<file path="src/rtl/spi_master.sv">
// Wishbone-mapped SPI mode-0 controller, one byte per DATA write, MSB first.
// Ack one cycle after accept; DATA/CONTROL writes stall while a byte is in flight, reads never stall.
module spi_master #(
  parameter int                       WB_ADDR_WIDTH = 20,
  parameter logic [WB_ADDR_WIDTH-1:0] BASE_ADDR     = 20'h0E800,
  parameter int                       CLK_DIV       = 4
) (
  input  logic                     wb_clock_i,
  input  logic                     wb_reset_ni,
  input  logic [WB_ADDR_WIDTH-1:0] wb_addr_i,
  input  logic [7:0]               wb_data_i,
  output logic [7:0]               wb_data_o,
  input  logic                     wb_we_i,
  input  logic                     wb_cycle_i,
  input  logic                     wb_strobe_i,
  output logic                     wb_stall_o,
  output logic                     wb_ack_o,
  output logic                     spi_cs_no,
  output logic                     spi_sck_o,
  output logic                     spi_sd_o,
  input  logic                     spi_sd_i,
  output logic                     busy_o
);

  typedef enum logic [1:0] {IDLE, LOW, HIGH} state_t;

  localparam logic [7:0] DIV_RELOAD = 8'(CLK_DIV - 1);

  state_t     state, state_nxt;
  logic [7:0] tx_shift, rx_shift, rx_data, div_cnt, rd_dat;
  logic [2:0] bit_cnt;
  logic [1:0] offset;
  logic       rx_valid, cs_en, busy;
  logic       sel, accept, wr_data, wr_ctrl, rd_data;
  logic       load, rise, fall, next_bit, done;

  assign offset     = wb_addr_i[1:0];
  assign sel        = wb_cycle_i & wb_strobe_i &
                      (wb_addr_i[WB_ADDR_WIDTH-1:2] == BASE_ADDR[WB_ADDR_WIDTH-1:2]);
  assign busy       = (state != IDLE);
  // Holding DATA and CONTROL writes keeps tx and CS stable for the whole byte.
  assign wb_stall_o = sel & busy & wb_we_i & ((offset == 2'd0) | (offset == 2'd2));
  assign accept     = sel & ~wb_stall_o;
  assign wr_data    = accept & wb_we_i & (offset == 2'd0);
  assign wr_ctrl    = accept & wb_we_i & (offset == 2'd2);
  assign rd_data    = accept & ~wb_we_i & (offset == 2'd0);
  assign busy_o     = busy;
  assign spi_cs_no  = ~cs_en;

  always_comb begin
    state_nxt = state;
    load      = 1'b0;
    rise      = 1'b0;
    fall      = 1'b0;
    next_bit  = 1'b0;
    done      = 1'b0;
    case (state)
      IDLE: if (wr_data) begin
        state_nxt = LOW;
        load      = 1'b1;
      end
      LOW: if (div_cnt == 8'd0) begin
        state_nxt = HIGH;
        rise      = 1'b1;
      end
      HIGH: if (div_cnt == 8'd0) begin
        fall = 1'b1;
        if (bit_cnt == 3'd7) begin
          state_nxt = IDLE;
          done      = 1'b1;
        end else begin
          state_nxt = LOW;
          next_bit  = 1'b1;
        end
      end
      default: state_nxt = IDLE;
    endcase
  end

  always_comb begin
    rd_dat = 8'h00;
    case (offset)
      2'd0:    rd_dat = rx_data;
      2'd1:    rd_dat = {6'b0, rx_valid, busy};
      2'd2:    rd_dat = {7'b0, cs_en};
      default: rd_dat = 8'h00;
    endcase
  end

  always_ff @(posedge wb_clock_i or negedge wb_reset_ni) begin
    if (!wb_reset_ni) state <= IDLE;
    else              state <= state_nxt;
  end

  always_ff @(posedge wb_clock_i or negedge wb_reset_ni) begin
    if (!wb_reset_ni) begin
      div_cnt   <= 8'd0;
      tx_shift  <= 8'h00;
      rx_shift  <= 8'h00;
      rx_data   <= 8'h00;
      rx_valid  <= 1'b0;
      bit_cnt   <= 3'd0;
      cs_en     <= 1'b0;
      spi_sck_o <= 1'b0;
      spi_sd_o  <= 1'b0;
      wb_ack_o  <= 1'b0;
      wb_data_o <= 8'h00;
    end else begin
      if (load | rise | next_bit) div_cnt <= DIV_RELOAD;
      else if (div_cnt != 8'd0)   div_cnt <= div_cnt - 8'd1;

      if (load) begin
        tx_shift <= wb_data_i;
        spi_sd_o <= wb_data_i[7];
        bit_cnt  <= 3'd0;
      end else if (next_bit) begin
        tx_shift <= tx_shift << 1;
        spi_sd_o <= tx_shift[6];
        bit_cnt  <= bit_cnt + 3'd1;
      end

      if (rise) begin
        spi_sck_o <= 1'b1;
        rx_shift  <= {rx_shift[6:0], spi_sd_i};
      end else if (fall) begin
        spi_sck_o <= 1'b0;
      end

      // A completing byte wins over a same-cycle DATA read clearing rx_valid.
      if (done) begin
        rx_data  <= rx_shift;
        rx_valid <= 1'b1;
      end else if (rd_data) begin
        rx_valid <= 1'b0;
      end

      if (wr_ctrl) cs_en <= wb_data_i[0];

      wb_ack_o  <= accept;
      wb_data_o <= (accept & ~wb_we_i) ? rd_dat : 8'h00;
    end
  end

endmodule

</file>
<file path="config.mk">
export PLATFORM = sky130hd
export DESIGN_NAME = spi_master
export DESIGN_NICKNAME = d
export VERILOG_FILES = /design/src/rtl/spi_master.sv
export SDC_FILE = /design/constraint.sdc
export NUM_CORES = 1
export LEC_CHECK = 0
export ABC_AREA = 1
export CELL_PAD_IN_SITES_DETAIL_PLACEMENT = 0
export CELL_PAD_IN_SITES_GLOBAL_PLACEMENT = 2
export CORE_UTILIZATION = 27
export DETAILED_ROUTE_END_ITERATION = 8
export PLACE_DENSITY = 0.82
export SKIP_CTS_REPAIR_TIMING = 1
export SLEW_MARGIN = 10
export SYNTH_ARGS = -nofsm -noshare
export SYNTH_HDL_FRONTEND = slang
export SYNTH_SLANG_ARGS = --single-unit
</file>
<file path="constraint.sdc">
create_clock -name wb_clock_i -period 1.45 [get_ports wb_clock_i]
set_input_delay 0.2175 -clock wb_clock_i [delete_from_list [all_inputs] [get_ports wb_clock_i]]
set_output_delay 0.2175 -clock wb_clock_i [all_outputs]
set_load 0.005 [all_outputs]
</file>
==> run_results.csv <==
group,metric,value,unit
setup_path,worst_ep_arrival_time,1.74,ns
cts,clk_pin_slew_worst_paths,0.10,ns
drt,drt-total-wl,5670,um
floorplan,io_pins,48,
global_routing,grt_overflow,0,
hold_path,hold_class,"in -> async",
pwr,p_leak,1.88,nW
drt,wl_per_cell,11.3,um
global_routing,antenna_found_initial,0,
sta,grt_setup_unrepaired,"yes",
final_layout,diodes,0,
sta,final.setup.tns,-0.315,ns
drt,vias,2145,
run_status,violations,"setup timing",
cts,numCtsBuffers,5,
synthesis,ys_warn_count,0,
synthesis,syn_area_per_cell,8.32,um2
setup_path,reg2reg_depth,9,
floorplan,rows,34,
cts,clk_path_buf_depth,2,
pwr,ir_drop,0.844,mV
synthesis,synthDistinctLibCells,26,
cts,cts_tree,"built",
synthesis,netlist_area,0.00242,mm2
global_routing,first_global_vias,2146,
setup_path,required,1.70,ns
cts,clock-sinks,49,
synthesis,ys_async_sr_fraction,100,%
global_routing,grt_usage,12.4,%
drt,dr.max_layer_used,"met4",
global_routing,grt_first_pass_wirelength,9580,um
floorplan,core_region_area,0.00868,mm2
synthesis,netlist_top_cells_area,"dfrtp_1, nand2_1, inv_1",
run,maxCapViolations,0,
final_layout,instances_no_fill,503,
drt,wl_met1,2790,um
final_layout,fill_cells,890,
sta,drv_slew,0,
synthesis,synth_edf_count,0,
synthesis,ys.flop_type,"dfrtp_1",
sta,hold_viol,0,
placement,hpwl,4030,um
floorplan,die_area,0.00935,mm2
floorplan,die_h,96.7,um
drt,dr_wl_met3,222,um
setup_path,setup.worst_path.end_class,"flop",
setup_path,worstSetupStartpointType,"flop",
cts,clockRootBuffer,"clkbuf_8",
synthesis,synth_area_leader_cell,"dfrtp_1",
sta,max_slew_margin,77.0,%
setup_path,crit_fanout,8,
final_layout,layout-drive-gt1-share,32.4,%
sta,setup_violations,12,
floorplan,chipWidth,96.7,um
final_layout,final_core_util,43.5,%
drt,ant_nets,0,
placement,dp.cells,481,
sta,setup_slack,-0.0456,ns
placement,gp_congestion,0.769,
drt,via_per_inst,4.26,
drt,drt_iter0_drc,54,
synthesis,netlist_instances,291,
drt,drc,0,
sta,fin_crit,1.50,ns
run_status,status,"finished, violations left",
pwr,power.density,1140,mW/mm2
setup_path,worstSetupPathType,"reg -> reg",
floorplan,start_util,27.9,%
drt,dr.pass1.iters,4,
final_layout,areaGrowthSynthToFinish,56.1,%
global_routing,grt_max_degree,50,
sta,post-route-period-util,103,%
sta,fin_worst_skew,0.0105,ns
sta,max_freq,0.669,GHz
synthesis,seq_area_frac_synth,50.7,%
cts,htree_levels,2,
synthesis,synth.net_count,329,
sta,worst_pin_slew,0.344,ns
final_layout,layout.nets,432,
placement,port_buffers,47,
cts,insertion_delay,0.31,ns
synthesis,post-synth-top-area-fraction,50.7,%
synthesis,synth_seq_cells,49,
drt,routed-wl-met2,2600,um
## state kept, by name, summed over array words and instances, names as in the netlist
signal	flops
wb_ack_o	1
rx_valid	1
bit_cnt	3
rx_shift	8
wb_data_o	8
div_cnt	8
cs_en	1
rx_data	8
state	2
tx_shift	7
spi_sd_o	1
spi_sck_o	1
## per-layer routing
metal  up-vias  global-route usage, %
li1       1112                      -
met1       981                   16.4
met2        47                   20.4
met3         5                   2.82
met4         0                   3.33
met5         -                      0
## per-stage QoR
step	hold WS, ns	cell area (um2)	power, W	worst slack [ns]
floorplan	-0.0781	2420	0.00255	0.000944
global placement	0.233	3300	0.00321	-0.448
detailed placement	0.233	3300	0.00325	-0.513
CTS	-0.111	3400	0.00414	-0.518
global route	0.447	3780	0.00465	-0.152
finish	0.420	3780	0.00432	-0.0456
## power breakdown
part	switching (W)	internal [W]
clock network	0.000508	0.000360
registers	0.000184	0.00163
logic	0.000770	0.000866
total	0.00146	0.00285
## synth_stat cells, drive strengths merged (2+ instances only)
cell type and count:
inv 47, nor3 2, dfrtp 49, nand2 71, ha 4, nand4 6
nand3 25, nor2 51, mux2 2, xor2 6, o21ai 19, buf 4
## layout by cell type, fill, tap and decap left out, types with 4 or more instances in the layout
| master | instances |
|---|---|
| nand2_1 | 60 |
| dfrtp_1 | 49 |
| buf_4 | 43 |
| inv_1 | 38 |
| clkdlybuf4s50_1 | 35 |
| nor2_1 | 24 |
| nand3_1 | 16 |
| o21ai_1 | 16 |
| nor2_2 | 15 |
| nor2_4 | 11 |
| dlymetal6s2s_1 | 9 |
| inv_2 | 8 |
| nand3_2 | 8 |
| nand2_2 | 8 |
| xor2_1 | 6 |
| clkbuf_8 | 5 |
| buf_6 | 5 |
| nand4_1 | 4 |
## cell families (layout without fill, tap and decap cells)
group / count (synthesis) / in the layout / synth area share (%)
xor gates and xnor gates: 7 / 7 / 2.53
buffers and inverters: 51 / 155 / 8.38
and+or+nand+nor: 157 / 157 / 30.9
DFF: 49 / 49 / 50.7
AOI/OAI and AO/OA: 21 / 21 / 4.55
muxes: 2 / 2 / 0.931
adders and majority gates: 4 / 4 / 2.07
## path summary, 6_finish.rpt
check	startpoint	endpoint	slack [ns]
max in group asynchronous	wb_reset_ni	state[0]	0.80
min in group wb_clock_i	wb_addr_i[3]	state[0]	0.46
worst max register to register	div_cnt[0]	spi_sd_o	-0.05
worst max-delay path	div_cnt[0]	spi_sd_o	-0.05
worst min register to register	rx_shift[7]	rx_shift[7]	0.50
worst min-delay path	wb_reset_ni	rx_data[2]	0.42
## critical path: stages (launching register included)
cell and delay [ns]:
dfrtp_1 0.41, inv_2 0.08, ha_4 0.14, nand2_4 0.06, nor2_8 0.12, nand4_4 0.21, buf_4 0.20, nor2_1 0.08
nand2_1 0.06, nand3_1 0.08
## area by class of cell
type,count,area (um2),share of cell area (%)
well taps,108,135,3.58
flip-flops and latches,49,1230,32.5
clock inverters,3,33.8,0.894
inverters,47,181,4.80
repair buffers,100,942,24.9
multi-input cells,191,1190,31.5
clock buffers,5,68.8,1.82
Note: power is estimated with default switching activity, not from simulation.
